$ cat src/rtl/fifo_byte_tx.sv
// Pops bytes from the FIFO read port and sends each one on tx as an 8N1 frame
// (start bit, 8 data bits LSB first, stop bit), CLKS_PER_BIT clocks per bit.
//
// state | meaning
// ------+---------------------------------------------------------------
// IDLE  | line high; pop when enabled and the FIFO has data
// POP   | rd_en drops; FIFO is presenting the popped byte
// LATCH | byte captured into the shift register; start bit begins
// START | start bit (tx=0) held for CLKS_PER_BIT cycles
// DATA  | 8 data bits, LSB first, each held CLKS_PER_BIT cycles
// STOP  | stop bit (tx=1); frame counted on exit
module fifo_byte_tx #(
  parameter int CLKS_PER_BIT = 4,
  parameter int DATA_W       = 8
) (
  input  logic              clk,
  input  logic              reset,
  input  logic              enable,
  input  logic              fifo_empty,
  input  logic [DATA_W-1:0] fifo_data,
  output logic              fifo_rd_en,
  output logic              tx,
  output logic              busy,
  output logic [7:0]        byte_count
);

  typedef enum logic [2:0] {
    S_IDLE,
    S_POP,
    S_LATCH,
    S_START,
    S_DATA,
    S_STOP
  } state_t;

  localparam logic [7:0] TICK_LAST = 8'(CLKS_PER_BIT - 1);

  state_t            state_q, state_d;
  logic [7:0]        tick_q, tick_d;
  logic [2:0]        bit_q, bit_d;
  logic [DATA_W-1:0] shreg_q, shreg_d;
  logic              rd_en_q, rd_en_d;
  logic              tx_q, tx_d;
  logic              busy_q, busy_d;
  logic [7:0]        count_q, count_d;
  logic              tick_done;
  logic              start_ok;

  assign tick_done = (tick_q == TICK_LAST);
  assign start_ok  = enable && !fifo_empty;

  always_ff @(posedge clk or negedge reset) begin
    if (!reset) begin
      state_q <= S_IDLE;
      tick_q  <= '0;
      bit_q   <= '0;
      shreg_q <= '0;
      rd_en_q <= 1'b0;
      tx_q    <= 1'b1;
      busy_q  <= 1'b0;
      count_q <= '0;
    end else begin
      state_q <= state_d;
      tick_q  <= tick_d;
      bit_q   <= bit_d;
      shreg_q <= shreg_d;
      rd_en_q <= rd_en_d;
      tx_q    <= tx_d;
      busy_q  <= busy_d;
      count_q <= count_d;
    end
  end

  always_comb begin
    state_d = state_q;
    case (state_q)
      S_IDLE:  if (start_ok) state_d = S_POP;
      S_POP:   state_d = S_LATCH;
      S_LATCH: state_d = S_START;
      S_START: if (tick_done) state_d = S_DATA;
      S_DATA:  if (tick_done && bit_q == 3'd7) state_d = S_STOP;
      S_STOP:  if (tick_done) state_d = S_IDLE;
      default: state_d = S_IDLE;
    endcase
  end

  // Next values for the registered outputs and datapath; the tick counter
  // restarts at every bit boundary.
  always_comb begin
    tick_d  = tick_q;
    bit_d   = bit_q;
    shreg_d = shreg_q;
    rd_en_d = 1'b0;
    tx_d    = tx_q;
    busy_d  = busy_q;
    count_d = count_q;
    case (state_q)
      S_IDLE: begin
        tx_d   = 1'b1;
        busy_d = 1'b0;
        tick_d = '0;
        if (start_ok) begin
          rd_en_d = 1'b1;
          busy_d  = 1'b1;
        end
      end
      S_POP: begin
        rd_en_d = 1'b0;
      end
      S_LATCH: begin
        shreg_d = fifo_data;
        tx_d    = 1'b0;
        tick_d  = '0;
      end
      S_START: begin
        if (tick_done) begin
          tick_d  = '0;
          bit_d   = '0;
          tx_d    = shreg_q[0];
          shreg_d = shreg_q >> 1;
        end else begin
          tick_d = tick_q + 8'd1;
        end
      end
      S_DATA: begin
        if (tick_done) begin
          tick_d = '0;
          if (bit_q == 3'd7) begin
            tx_d = 1'b1;
          end else begin
            tx_d    = shreg_q[0];
            shreg_d = shreg_q >> 1;
            bit_d   = bit_q + 3'd1;
          end
        end else begin
          tick_d = tick_q + 8'd1;
        end
      end
      S_STOP: begin
        if (tick_done) begin
          tick_d  = '0;
          count_d = count_q + 8'd1;
          busy_d  = 1'b0;
        end else begin
          tick_d = tick_q + 8'd1;
        end
      end
      default: begin
        tx_d   = 1'b1;
        busy_d = 1'b0;
        tick_d = '0;
      end
    endcase
  end

  assign fifo_rd_en = rd_en_q;
  assign tx         = tx_q;
  assign busy       = busy_q;
  assign byte_count = count_q;

endmodule

$ cat config.mk
export PLATFORM = sky130hd
export DESIGN_NAME = fifo_byte_tx
export DESIGN_NICKNAME = d
export VERILOG_FILES = /design/src/rtl/fifo_byte_tx.sv
export SDC_FILE = /design/constraint.sdc
export NUM_CORES = 1
export LEC_CHECK = 0
export ABC_CLOCK_PERIOD_IN_PS = 3600
export CAP_MARGIN = 25
export CORE_MARGIN = 10
export CORE_UTILIZATION = 30
export DETAILED_ROUTE_END_ITERATION = 8
export HOLD_SLACK_MARGIN = 0.02
export PLACE_DENSITY_LB_ADDON = 0.1
export SETUP_SLACK_MARGIN = 0.05
export SLEW_MARGIN = 25
export SYNTH_ARGS = -nofsm -noshare
export SYNTH_HDL_FRONTEND = slang
export SYNTH_SLANG_ARGS = --single-unit
$ cat constraint.sdc
create_clock -name clk -period 3.6 [get_ports clk]
set_input_delay 1.08 -clock clk [delete_from_list [all_inputs] [get_ports clk]]
set_output_delay 1.08 -clock clk [all_outputs]
set_load 0.1 [all_outputs]
==> impl_metrics.env <==
export IMPL_syn_to_final_growth_pct=17.3
export IMPL_start_util=0.305
export IMPL_htreeDepth=2
export IMPL_slew_headroom=0.695
export IMPL_syn_avg_cell_area_um2=11.4
export IMPL_cts_made_buffers=5
export IMPL_cts_resized=0
export IMPL_synthTopCellsByCount="dfrtp_1, nor2_1, nand4_1"
export IMPL_vias=1242
export IMPL_avgViaCountPerCell=4.87
export IMPL_synth_edf_count=0
export IMPL_gr_total_overflow=0
export IMPL_p_leak_uw=0.000930
export IMPL_worst_pin_slew_ns=0.458
export IMPL_fmax_mhz=438
export IMPL_drtAntennaViolNets=0
export IMPL_dieArea_um2=9430
export IMPL_drt_iter0_markers=49
export IMPL_post_synth_fa_ha_maj_area_fraction=0.0281
export IMPL_final_cells=255
export IMPL_status="complete, no violations"
export IMPL_yosys_top_cells_area="dfrtp_1, mux2_4, mux2_2"
export IMPL_syn_inst=156
export IMPL_dp_hpwl_mm=2.57
export IMPL_finalWorstSetupSlack_ns=1.32
export IMPL_grt_pass1_wl_mm=6.31
export IMPL_synth_area_um2=1780
export IMPL_path_clk_slew_ns=0.07
export IMPL_hp_class="flop to flop"
export IMPL_r2r_cells=5
export IMPL_die_x_um=97.1
export IMPL_worstPathArrival_ns=2.46
export IMPL_insertion_delay_ns=0.29
export IMPL_wire_per_inst_um=14.5
export IMPL_pre_cts_slack_ns=1.26
export IMPL_yosysUniqueCellTypes=50
export IMPL_setup_tns_ns=0
export IMPL_io_buffers=22
export IMPL_muxShareOfSynthArea=0.118
export IMPL_whs_path_depth=1
export IMPL_setup_viol=0
export IMPL_critPathLaunchType="flop"
export IMPL_numClockSinks=33
export IMPL_ys_seq_area_frac=0.464
export IMPL_synth_nets=172
export IMPL_required_ns=3.78
export IMPL_synth_top_area_share=0.449
export IMPL_synth_flop_cell="dfrtp_1"
export IMPL_synth_compound_area_share=0.106
export IMPL_final_min_clock_period_ns=2.28
export IMPL_coreArea_um2=5850
export IMPL_skew_ns=0.00446
export IMPL_slew_violations=0
export IMPL_antenna_found_initial=0
export IMPL_postCtsSetupBuffers=0
export IMPL_end_kind="flop"
export IMPL_crit_fanout=10
export IMPL_hold_viol=0
export IMPL_tritoncts="yes"
export IMPL_critPathKind="flop to flop"
export IMPL_yosysMostFrequentCell="dfrtp_1"
export IMPL_rows=28
export IMPL_peakVddDrop_mv=0.249
export IMPL_fp_dieH_um=97.1
export IMPL_grt_pass1_vias=1286
export IMPL_wirelength_mm=3.70
export IMPL_synth_largest_area_cell="dfrtp_1"
export IMPL_dp_cells=247
export IMPL_holdBufCountCts=0
export IMPL_post_route_period_util=0.634
export IMPL_grt_max_degree=34
export IMPL_synth_top_family_by_area="simple AND/OR/NAND/NOR gates"
export IMPL_drv_cap=0
export IMPL_powerDensity_nw_per_um2=636
export IMPL_drt_pass1_iterations=4
export IMPL_yosys_warnings=0
export IMPL_root_buffer="clkbuf_8"
export IMPL_rsz0062_at_grt="no"
export IMPL_layout_drive_gt1_share=0.239
export IMPL_synthSimpleGateAreaFrac=0.174
export IMPL_gp_congestion=0.786
export IMPL_grt_usage=0.0808
export IMPL_synthXorXnorAreaFrac=0.0589
export IMPL_fin_nets=195
export IMPL_clockBufferDepth=2
export IMPL_num_io_pins=23
export IMPL_async_flop_share=1.00
export IMPL_drc=0
export IMPL_ys_ff_latch=33
export IMPL_antennaDiodeCount=0
## power by group
group | total (uW) | internal, uW | switching (uW)
clock network | 278 | 134 | 144
logic | 541 | 258 | 283
registers | 512 | 451 | 61.0
total | 1330 | 843 | 488
## kinds of logic after synthesis
| logic type | after synthesis |
|---|---|
| and+or+nand+nor | 51 |
| DFF | 33 |
| AOI/OAI and AO/OA | 26 |
| muxes | 17 |
| buffers and inverters | 13 |
| xor gates and xnor gates | 12 |
| adders and majority gates | 4 |
## metal layers
metal  share of wire  wire, um  up-vias  GRT usage
li1                -         -      605          -
met1            0.47      1720      603     0.0991
met2            0.45      1650       26      0.116
met3           0.068       251        8     0.0363
met4           0.021        76        0     0.0420
met5               0         0        -          0
## cells in the final DEF, fill, tap and decap left out, types with 4 or more instances in the layout
cell | netlist | routed
clkdlybuf4s50_1 | 0 | 11
inv_1 | 6 | 6
buf_4 | 0 | 12
nor2_1 | 8 | 8
xnor2_1 | 6 | 6
a21oi_1 | 6 | 6
dfrtp_1 | 32 | 32
clkbuf_8 | 1 | 5
nand4_1 | 7 | 7
mux2_2 | 5 | 5
nand3_1 | 4 | 4
ha_1 | 4 | 4
xor2_1 | 6 | 6
mux2_4 | 6 | 6
o21ai_1 | 4 | 4
nand2_1 | 6 | 6
## area by class of cell
cell class                      count  area [um2]
Fill cell                         573        3760
Clock buffer                        6        72.6
Inverter                            6        22.5
Multi-Input combinational cell    110         865
Clock inverter                      2        10.0
Sequential cell                    33         827
Timing Repair Buffer               23         200
Tap cell                           75        93.8
## state kept, by name, indices dropped and copies added (netlist names)
signal,count
byte_count,8
shreg_q,8
tick_q,8
bit_q,3
state_q,3
busy,1
fifo_rd_en,1
tx,1
## path summary, 6_finish.rpt
kind,endpoint,start,slack (ns)
setup / recovery,shreg_q[5],tick_q[0],1.32
min in group asynchronous,state_q[2],reset,1.20
hold reg to reg,byte_count[7],byte_count[7],0.48
hold / removal,byte_count[7],byte_count[7],0.48
setup reg to reg,shreg_q[5],tick_q[0],1.32
max in group asynchronous,tx,reset,2.06
## per-stage QoR
stage	hold WS [ns]	total power (uW)	cell area [um2]	utilization
after floorplan	0.475	996	1780	-
after global placement	0.466	1060	2010	0.343
final	0.480	1330	2090	0.357
after CTS	0.483	1350	2090	0.357
after detailed placement	0.471	1060	2010	0.343
after global routing	0.519	1410	2090	0.357
## critical path, stage by stage (launching register included)
cell and delay (ns):
dfrtp_1 0.37, ha_1 0.20, or4b_4 0.52, nor2_4 0.27, o21a_1 0.47, mux2_4 0.34
(Power assumes the default switching activity.)
